[config.mk]
export PLATFORM = sky130hd
export DESIGN_NAME = mx_arbiter
export DESIGN_NICKNAME = d
export VERILOG_FILES = /design/src/rtl/mx_arbiter.sv
export SDC_FILE = /design/constraint.sdc
export NUM_CORES = 1
export LEC_CHECK = 0
export ABC_CLOCK_PERIOD_IN_PS = 1350
export CAP_MARGIN = 0
export CELL_PAD_IN_SITES_DETAIL_PLACEMENT = 1
export CELL_PAD_IN_SITES_GLOBAL_PLACEMENT = 2
export CORE_MARGIN = 2
export CORE_UTILIZATION = 30
export CTS_BUF_LIST = sky130_fd_sc_hd__clkbuf_2
export CTS_CLUSTER_DIAMETER = 200
export DETAILED_ROUTE_END_ITERATION = 16
export DONT_BUFFER_PORTS = 1
export GPL_ROUTABILITY_DRIVEN = 1
export PLACE_DENSITY_LB_ADDON = 0.1
export SYNTH_ARGS = -nofsm -noshare
export SYNTH_HDL_FRONTEND = slang
export SYNTH_SLANG_ARGS = --single-unit
[constraint.sdc]
create_clock -name clk -period 1.35 [get_ports clk]
set_input_delay 0.27 -clock clk [delete_from_list [all_inputs] [get_ports clk]]
set_output_delay 0.27 -clock clk [all_outputs]
set_load 0.05 [all_outputs]
[src/rtl/mx_arbiter.sv]
// mx_arbiter: two-requester round-robin arbiter feeding a single-word output holding register
module mx_arbiter #(
  parameter int WIDTH = 32
) (
  input  logic             clk,
  input  logic             rst_n,
  input  logic             Req1,
  input  logic [WIDTH-1:0] MI1,
  input  logic             Req2,
  input  logic [WIDTH-1:0] MI2,
  output logic             Gnt1,
  output logic             Gnt2,
  output logic             SMx,
  output logic             OutValid,
  output logic [WIDTH-1:0] OutData,
  input  logic             OutReady,
  output logic [15:0]      XferCnt
);
  typedef enum logic {IDLE, HOLD} state_t;
  state_t           state_q, state_d;
  logic [WIDTH-1:0] data_q, data_d;
  logic             smx_q, smx_d;
  logic             pri_q, pri_d;
  logic [15:0]      cnt_q, cnt_d;
  logic             cap_en, xfer;
  assign cap_en   = (state_q == IDLE) | OutReady;
  assign xfer     = (state_q == HOLD) & OutReady;
  assign Gnt1     = rst_n & cap_en & Req1 & (~Req2 | ~pri_q);
  assign Gnt2     = rst_n & cap_en & Req2 & (~Req1 | pri_q);
  assign SMx      = smx_q;
  assign OutValid = state_q == HOLD;
  assign OutData  = data_q;
  assign XferCnt  = cnt_q;
  // next state: a grant loads a new word, a consume without a grant empties the holding register
  always_comb begin
    state_d = state_q;
    data_d  = data_q;
    smx_d   = smx_q;
    pri_d   = pri_q;
    cnt_d   = xfer ? cnt_q + 16'd1 : cnt_q;
    if (Gnt1) begin
      state_d = HOLD;
      data_d  = MI1;
      smx_d   = 1'b0;
      pri_d   = 1'b1;
    end else if (Gnt2) begin
      state_d = HOLD;
      data_d  = MI2;
      smx_d   = 1'b1;
      pri_d   = 1'b0;
    end else if (xfer) begin
      state_d = IDLE;
    end
  end
  // state register; reset drops any held word without counting it
  always_ff @(posedge clk) begin
    if (!rst_n) begin
      state_q <= IDLE;
      data_q  <= '0;
      smx_q   <= 1'b0;
      pri_q   <= 1'b0;
      cnt_q   <= '0;
    end else begin
      state_q <= state_d;
      data_q  <= data_d;
      smx_q   <= smx_d;
      pri_q   <= pri_d;
      cnt_q   <= cnt_d;
    end
  end
endmodule

# [Yosys cells after proc, flatten, opt, wreduce, memory -nomap -nowiden]
# Index checks and enable logic that the tools add are counted.
[classes] addsub=1 multipliers=0 bitwise=14 div=0 magnitude_cmp=0 eq_ne=0 muxes=7 reduce_logical=3 n_shift=0
[ops] cell="32-bit 2-to-1 mux" n=2
[ops] cell="16-bit by 1-bit adder with 16-bit output (second input constant)" n=1
[ops] cell="1-bit AND" n=6
[ops] cell="1-bit 2-to-1 mux" n=5
[ops] cell="1-bit NOT" n=5
[ops] cell="1-bit bitwise OR" n=3
[ops] cell="3-bit nonzero test" n=1
[ops] cell="2-bit nonzero test" n=1
[ops] cell="2-bit OR reduction" n=1
[totals] in_bits=69 rom_bits=0 elab_cells=30 latchBits=0 ramBits=0 mem_count=0 ff_bits=51

# [Logic depth before layout (Yosys ltp)]
# Gate-level depths: netlist of the first run.
[depth] ltp_word=7 ltp_mapped=6

# [Worst setup path before layout of the first run]
# No wires, ideal clock.
[synth_path] path_kind="reg2reg" from="register state_q, in the netlist OutValid" to="register smx_q, in the netlist SMx" arrival_time_ns=1.909 slack_ns=-0.639 t_required_ns=1.270 stages_incl_launch_ff=7 n_path_buf=2 cell_sequence="dfxtp_1 -> or2b_2 -> nand4_1 -> buf_4 -> buf_2 -> inv_1 -> nor3_1"
[synth_between] elab_chain_len=6
[synth_rtl] element="start, declared" line_no="20" text="state_t state_q, state_d;"
[synth_rtl] element="start signal, assigned" line_no="64" text="state_q <= state_d;"
[synth_rtl] element="1-bit NOT" line_no="26" text="assign cap_en = (state_q == IDLE) | OutReady;"
[synth_rtl] element="1-bit bitwise OR" line_no="26"
[synth_rtl] element="1-bit AND (3 in series)" line_no="28" text="assign Gnt1 = rst_n & cap_en & Req1 & (~Req2 | ~pri_q);"
[synth_rtl] element="via Gnt1" line_no="11" text="output logic Gnt1,"
[synth_rtl] element="2-bit OR reduction (no source line)"
[synth_rtl] element="end signal, assigned" line_no="66" text="smx_q <= smx_d;"
[synth_rtl] element="end, declared" line_no="22" text="logic smx_q, smx_d;"
# The timed path passes the listed nets, and every way through them passes these cells.
# A chain may end at the register's enable or synchronous reset.

# [Final worst setup path of the first run]
[layout_path] from="register state_q, in the netlist OutValid" to="output port Gnt1"
[layout_between] elab_chain_len=5
[layout_rtl] element="1-bit NOT" line_no="26"
[layout_rtl] element="1-bit bitwise OR" line_no="26"
[layout_rtl] element="1-bit AND (3 in series)" line_no="28"
[layout_rtl] element="end, declared" line_no="11"
# No other way between the ends.

==> impl_metrics.ini, run 1 <==
[timing]
finalClockSkew_ps = 16.9
worst_slew_pin_slew_ps = 306
final-hold-violation-count = 0
min_period_over_period_pct = 133
slew_headroom_pct = 79.6
slew_viol_final = 0
fmax_ghz = 0.556
setup_viol = 43
grt_setup_unrepaired = true
min_period_ps = 1800
setup_ws_ps = -449

[place]
dpl.cell_count = 398
routabilityCongestion = 0.786
hpwl_microns = 4800
io_buffers = 0

[clock_tree]
insertion_delay_ps = 430
clockBufferDepth = 2
cts_made_buffers = 5
root_buffer = clkbuf_2
cts_htree_levels = 2
cts_tree = yes
cts.sinks = 51
clk_pin_slew_ps = 260

[die]
start_util_pct = 30.5
io_pins = 121
fp.dieW_microns = 89.1
dieArea_sq_um = 7940
rows = 31
core_sq_um = 7140
die_h_microns = 89.1

[setup_path]
cpMaxStageDelayCell = dfxtp_4
crit_family = simple AND/OR/NAND/NOR gates
crit_fanout = 3
critPathBufInv = 2
worstSetupStartpointType = register
crit_arrival_ps = 1530
path_depth = 4
rrSetupSlack_ps = -240
path_class = register to output port
required_ps = 1080
crit_chain = or2b_4 -> nand4_1 -> clkinvlp_4 -> buf_6
crit_path_end_kind = output port
reg2reg_depth = 7
max_stage_delay_ps = 400

[logic_synthesis]
yosysTopAreaCellShare_pct = 47.0
yosysMostFrequentCell = nand2_1
syn_area_sq_um = 2170
syn-num-nets = 347
yosys_warnings = 0
synthTopCellsByCount = nand2_1, dfxtp_1, o21ai_0
syn_avg_cell_area_sq_um = 7.85
synth_cell_types = 32
netlist_top_cells_area = dfxtp_1, nand2_1, a31oi_1
synthFlopType = dfxtp_1
syn_inst = 277
ys_ff_latch = 51
synth.largest_area_cell = dfxtp_1
async_flop_share_pct = 0
seq_area_frac_synth_pct = 47.0
synth_edf_count = 0

[layout]
syn_to_final_growth_pct = 79.4
antenna_cells = 0
num-nets-final = 451
fin_util_pct = 54.6
stdcell_count = 480
drive_gt1_share_pct = 45.1
fillers = 823

[routing]
ant_nets = 0
avgViaCountPerCell = 5.04
drc = 0
met1Wirelength_microns = 3260
post_drt_wl_per_cell_microns = 17.2
top_layer_used = met4
wl_met2_microns = 4350
vias = 2421
drt_first_pass_iters = 4
drt-initial-drc-count = 58
wl_met3_microns = 551
drt_wl_total_microns = 8280

[global_route]
track_usage_pct = 19.8
first_global_vias = 2401
grt_max_degree = 35
antenna_found_initial = 0
overflow = 0
grt_pass1_wl_microns = 12100

[run_status]
status = complete, but fails checks
violations = negative setup slack

[pwr]
vdd_drop_max_mv = 0.548
power.total_mw = 3.42
p_leak_nw = 1.46
p_per_area_nw_per_um2 = 877

[worst_hold_path]
hold_class = primary input to register
hold_depth = 2

[job]
maxCapViolCount = 0
-- sequential cells by signal (all words and copies together) (netlist names) --
name,count
OutData,32
OutValid,1
SMx,1
XferCnt,16
pri_q,1
-- cells in the final DEF, fill, tap and decap left out, types with 6 or more instances in the layout --
cell            n
a31oi_1        32
buf_12         11
buf_4          21
buf_6          23
clkbuf_2        6
dfxtp_2        35
dfxtp_4        14
dlygate4sd3_1  54
nand2_1        45
nand2_2        30
nor2_1         11
o21ai_0        36
xor2_1          8
-- what timing repair did --
action | CTS | global route
hold buffers | 46 | 9
hold endpoints to repair | 35 | 9
endpoints found under the setup margin | 78 | 63
pin swaps | 32 | 13
gates resized for setup | 88 | 48
cloned | 5 | 1
buffers inserted | 32 | 7
-- logic make-up after synthesis --
| logic type | Yosys count | synth area share (%) |
|---|---|---|
| AND/OR/NAND/NOR | 114 | 23.4 |
| flip-flops | 51 | 47.0 |
| XOR/XNOR | 10 | 4.03 |
| adder cells (fa/ha/maj) | 1 | 0.576 |
| buffers and inverters | 24 | 5.35 |
| AO/OA/AOI/OAI | 77 | 19.7 |
-- worst paths after layout --
kind | startpoint | to
worst max-delay path | OutValid | Gnt1
worst max register to register | OutValid | XferCnt[9]
worst min register to register | OutData[22] | OutData[22]
worst min-delay path | MI1[10] | OutData[10]
-- final cells by class --
class                   count  area, sq um  share of cell area, %
repair buffers            118         1370                   35.2
multi-input cells         202         1210                   31.0
flip-flops and latches     51         1120                   28.7
well taps                  99          124                   3.18
clock buffers               6         30.0                  0.770
clock inverters             1         30.0                  0.770
inverters                   3         15.0                  0.385
-- per-stage QoR --
step	TNS, ps	setup slack (ps)	hold slack [ps]	cell area, sq um
3_3_place_gp	-2520	-104	414	2630
2_1_floorplan	-4820	-284	422	2320
5_1_grt	-11060	-555	0.306	3900
3_5_place_dp	-4750	-183	426	2630
4_1_cts	-7030	-464	0.571	3630
6_report	-7190	-449	17.4	3900
-- per-layer routing --
layer	up-vias	global-route usage, %
li1	1173	-
met1	1163	24.7
met2	76	34.3
met3	9	5.54
met4	0	3.66
met5	-	0
-- power by group --
group | switching (mW) | internal (mW)
registers | 0.305 | 1.60
clock network | 0.484 | 0.311
logic | 0.355 | 0.369
total | 1.14 | 2.28
Power figures use the tool's default switching activity.
==> run 2, diff against run 1 <==
Settings changed: MAX_ROUTING_LAYER from default to met4.
==> run 2 against run 1 <==
Against the previous run:
- the run still ends with negative setup slack left
- sequential cell count did not move
- critical path depth is the same
- sequential power hardly changed
- final cell count increased by 0.42%
- combinational power up 4.7%
- clock-buffer cell count unchanged
- hold slack better by 1.3 ps
- setup slack about the same
- first-iteration DRC count is 17% lower
- die area unchanged
- clock skew rose by 1.7 ps
- register-to-register slack got worse by 50 ps
==> impl_metrics.ini, run 2 (synthesized netlist as in run 1, its figures left out) <==
[run_status]
status = complete, but fails checks
violations = negative setup slack

[pwr]
p_sw_share_pct = 33.5
clkPwrFrac_pct = 23.0
internal-power_mw = 2.30
p_leak_nw = 1.50
pwr-share-comb_pct = 21.9
power_frac_seq_pct = 55.0
p_per_area_nw_per_um2 = 868
p_sw_mw = 1.16
power.total_mw = 3.46
vdd_drop_max_mv = 0.552

[clock_tree]
cts_htree_levels = 2
cts.sinks = 51
clockBufferDepth = 2
root_buffer = clkbuf_2
cts_made_buffers = 5
insertion_delay_ps = 440
clk_pin_slew_ps = 250
cts_tree = yes

[die]
rows = 31
die_h_microns = 89.1
fp.dieW_microns = 89.1
dieArea_sq_um = 7940
core_sq_um = 7140
start_util_pct = 30.5
io_pins = 121

[global_route]
grt_pass1_wl_microns = 12100
track_usage_pct = 20.4
first_global_vias = 2415
overflow = 0
grt_max_degree = 35
antenna_found_initial = 0

[timing]
final-hold-violation-count = 0
grt_setup_unrepaired = true
fmax_ghz = 0.556
finalClockSkew_ps = 18.6
min_period_over_period_pct = 133
slew_viol_final = 0
worst_slew_pin_slew_ps = 306
slew_headroom_pct = 79.6
setup_viol = 44
setup_ws_ps = -448
min_period_ps = 1800

[routing]
vias = 2450
drc = 0
avgViaCountPerCell = 5.08
drt_first_pass_iters = 4
post_drt_wl_per_cell_microns = 17.6
drt-initial-drc-count = 48
ant_nets = 0
drt_wl_total_microns = 8490

[layout]
most-common-layout-cells = dlygate4sd3_1, nand2_2, o21ai_0
drive_gt1_share_pct = 48.8
antenna_cells = 0
final_common_cell = dlygate4sd3_1
largest_reg_flops = 32
num-nets-final = 453
syn_to_final_growth_pct = 83.4

[setup_path]
path_class = register to output port
r2r-start = OutValid
crit_path_end_kind = output port
worstSetupStartpointType = register
crit_fanout = 3
crit_chain = or2b_4 -> nand4_1 -> clkinvlp_4 -> buf_6
cpMaxStageDelayCell = dfxtp_4
crit_start = OutValid
required_ps = 1080
crit_arrival_ps = 1530
max_stage_delay_ps = 400

[job]
maxCapViolCount = 0

[place]
dp_slack_ps = -183
io_buffers = 0
hpwl_microns = 4800
routabilityCongestion = 0.797

[worst_hold_path]
hold_class = primary input to register
min_from = MI1[23]
## run 2: timing repair
action	in CTS	in global routing
hold buffers	46	7
gates resized for setup	88	63
pin swaps	32	16
setup buffers	32	9
cloned	5	3
endpoints found under the setup margin	78	63
endpoints found under the hold margin	35	7
## run 2: cell type report
type	instances	area, sq um
fill	812	3150
timing repair buffer	120	1430
multi-input combinational	202	1240
sequential	51	1120
tap	99	124
clock buffer	6	30.0
clock inverter	1	30.0
inverter	3	15.0
## run 2: routing by layer
metal  wire length (microns)  track usage [%]
met3                     445             5.08
met4                     116             3.66
met5                       0                -
met1                    3450             24.9
met2                    4480             34.3
## run 2: critical path, delay by kind of cell, from the launching register on
kind / cells / cell delay, ps
AND/OR/NAND/NOR: 2 / 420
buffers and inverters: 2 / 290
flip-flops: 1 / 400
## run 2: final timing paths
path                 endpoint  slack (ps)  cells after the start
setup / recovery         Gnt1        -450                      4
setup reg to reg  OutData[25]        -290                      9
hold reg to reg   OutData[22]         490                      2
hold / removal    OutData[23]          20                      2
## run 2: metrics by stage
stage          area (sq um)  hold WS (ps)  util, %  std cells  TNS [ps]
2_1_floorplan          2320           422        -        277     -4820
3_3_place_gp           2630           414     36.8        398     -2520
3_5_place_dp           2630           426     36.8        398     -4750
4_1_cts                3630         0.571     50.8        467     -7030
5_1_grt                3990         -11.5     55.8        482    -13130
6_report               3990          18.7     55.8        482     -9860
## run 2: power groups by stage
stage,registers (mW),clock network [mW],logic [mW]
finish,1.90,0.796,0.758
global route,1.92,0.891,0.813
CTS,1.90,0.833,0.667
detailed placement,1.91,0,0.400
global placement,1.91,0,0.387
floorplan,1.97,0,0.236
==> run 3, diff against run 2 <==
Settings changed: SETUP_SLACK_MARGIN from default to 0.05.
==> run 3 against run 2 <==
Against the previous run:
- setup slack worse by 120 ps
- clock skew up 23 ps
- the flow still finishes with violations (negative setup slack)
- sequential cell count unchanged
- sequential power down 3%
- fmax down 6.1%
- sequential share of layout area down 2.2 points
- critical path depth up 1
- critical endpoint unchanged
- clock-buffer cell count down 1
- combinational power up 24%
- first-iteration DRC count up 77%
- global-route usage up 0.66 points
==> impl_metrics.ini, run 3 (synthesized netlist as in run 1, its figures left out) <==
[global_route]
grt_max_degree = 34
first_global_vias = 2567
track_usage_pct = 21.0
antenna_found_initial = 0
overflow = 0
grt_pass1_wl_microns = 12600

[place]
io_buffers = 0
routabilityCongestion = 0.732
hpwl_microns = 4640
place_area_sq_um = 2720
dp_slack_ps = -118

[run_status]
violations = negative setup slack
status = complete, but fails checks

[setup_path]
max_stage_delay_ps = 620
crit_arrival_ps = 1640
crit_path_end_kind = output port
cpMaxStageDelayCell = dlygate4sd3_1
crit_chain = dlygate4sd3_1 -> or2b_4 -> nand4_1 -> clkinvlp_4 -> buf_6
path_class = primary input to output port
crit_fanout = 4
worstSetupStartpointType = primary input
critPathBufInv = 3
crit_family = buffers and inverters
required_ps = 1080

[routing]
drc = 0
ant_nets = 0
drt_first_pass_iters = 4
vias = 2633
drt_wl_total_microns = 9990
drt-initial-drc-count = 85
post_drt_wl_per_cell_microns = 19.5
avgViaCountPerCell = 5.13

[timing]
grt_setup_unrepaired = true
slew_viol_final = 0
min_period_over_period_pct = 142
setup_viol = 50
setup_ws_ps = -565
finalClockSkew_ps = 41.4
fmax_ghz = 0.522
final-hold-violation-count = 0
hold_slack_ps = 47.7
slew_headroom_pct = 13.2
worst_slew_pin_slew_ps = 1300
min_period_ps = 1910

[clock_tree]
clk_pin_slew_ps = 250
clockBufferDepth = 2
insertion_delay_ps = 460
root_buffer = clkbuf_2
cts_htree_levels = 2
cts_tree = yes
cts.sinks = 51
cts_made_buffers = 5

[pwr]
p_sw_mw = 1.27
power_frac_seq_pct = 48.4
p_sw_share_pct = 33.1
clkPwrFrac_pct = 27.1
pwr-share-comb_pct = 24.5
internal-power_mw = 2.57
p_per_area_nw_per_um2 = 849
vdd_drop_max_mv = 0.469
p_leak_nw = 1.72

[die]
rows = 31
dieArea_sq_um = 7940
fp.dieW_microns = 89.1
core_sq_um = 7140
start_util_pct = 30.5
die_h_microns = 89.1
io_pins = 121

[layout]
most-common-layout-cells = dlygate4sd3_1, nand2_1, dfxtp_4
drive_gt1_share_pct = 47.6
largest_reg_flops = 32
num-nets-final = 483
antenna_cells = 0
final_common_cell = dlygate4sd3_1
syn_to_final_growth_pct = 108
stdcell_area_sq_um = 4520

[worst_hold_path]
hold_class = primary input to register

[job]
maxCapViolCount = 0
==> run 3: changes by cell type in the layout (fill, tap and decap cells not counted), sizes merged <==
cell / before / now
dlygate4sd3: 52 / 62
dlymetal6s4s: 0 / 1
bufinv: 1 / 2
clkinvlp: 1 / 2
buf: 65 / 83
==> run 3: worst reg2reg max path, delay by kind of cell (launching register included) <==
family	cells	cell delay [ps]
buffers and inverters	3	460
and+or+nand+nor	2	440
DFF	1	420
AOI/OAI and AO/OA	2	360
==> run 3: power groups by stage <==
stage | combinational, mW | sequential [mW] | clock (mW)
final | 0.941 | 1.85 | 1.04
after global routing | 0.993 | 1.86 | 1.12
after CTS | 0.755 | 1.85 | 1.05
after detailed placement | 0.479 | 1.86 | 0
after global placement | 0.468 | 1.86 | 0
after floorplan | 0.236 | 1.97 | 0
==> run 3: cell type report <==
| class | instances | area, sq um |
|---|---|---|
| clock buffers | 5 | 25.0 |
| clock inverters | 3 | 67.6 |
| repair buffers | 150 | 1820 |
| fillers | 779 | 2620 |
| inverters | 3 | 15.0 |
| well taps | 99 | 124 |
| multi-input cells | 202 | 1290 |
| flip-flops and latches | 51 | 1170 |
==> run 3: metal layers <==
| metal | global-route usage [%] | routed length (microns) | vias to the layer above |
|---|---|---|---|
| met1 | 24.5 | 3970 | 1293 |
| met2 | 38.1 | 5440 | 83 |
| met3 | 3.23 | 425 | 13 |
| met4 | 4.48 | 150 | 0 |
| met5 | - | 0 | - |
| li1 | - | - | 1244 |
==> run 3: what timing repair did <==
| action | 4_1_cts | 5_1_grt |
|---|---|---|
| buffers inserted | 18 | 10 |
| hold buffers | 55 | 8 |
| endpoints found under the setup margin | 95 | 99 |
| hold endpoints to repair | 35 | 8 |
| pin swaps | 26 | 11 |
| gates resized for setup | 137 | 78 |
| cloned | 3 | 6 |
==> run 3: final timing paths <==
check | start | to | slack (ps) | cells past startpoint
max | OutReady | Gnt1 | -560 | 5
min | MI1[13] | OutData[13] | 50 | 2
min reg2reg | OutData[9] | OutData[9] | 500 | 2
max reg2reg | OutValid | OutData[31] | -420 | 7
==> run 3: metrics by stage <==
stage | power [mW] | TNS, ps | util [%] | std cells
finish | 3.83 | -13880 | 63.3 | 513
global route | 3.97 | -16030 | 63.3 | 513
CTS | 3.65 | -10570 | 56.0 | 493
detailed placement | 2.34 | -3150 | 38.2 | 409
global placement | 2.33 | -1600 | 38.2 | 409
floorplan | 2.21 | -4820 | - | 277
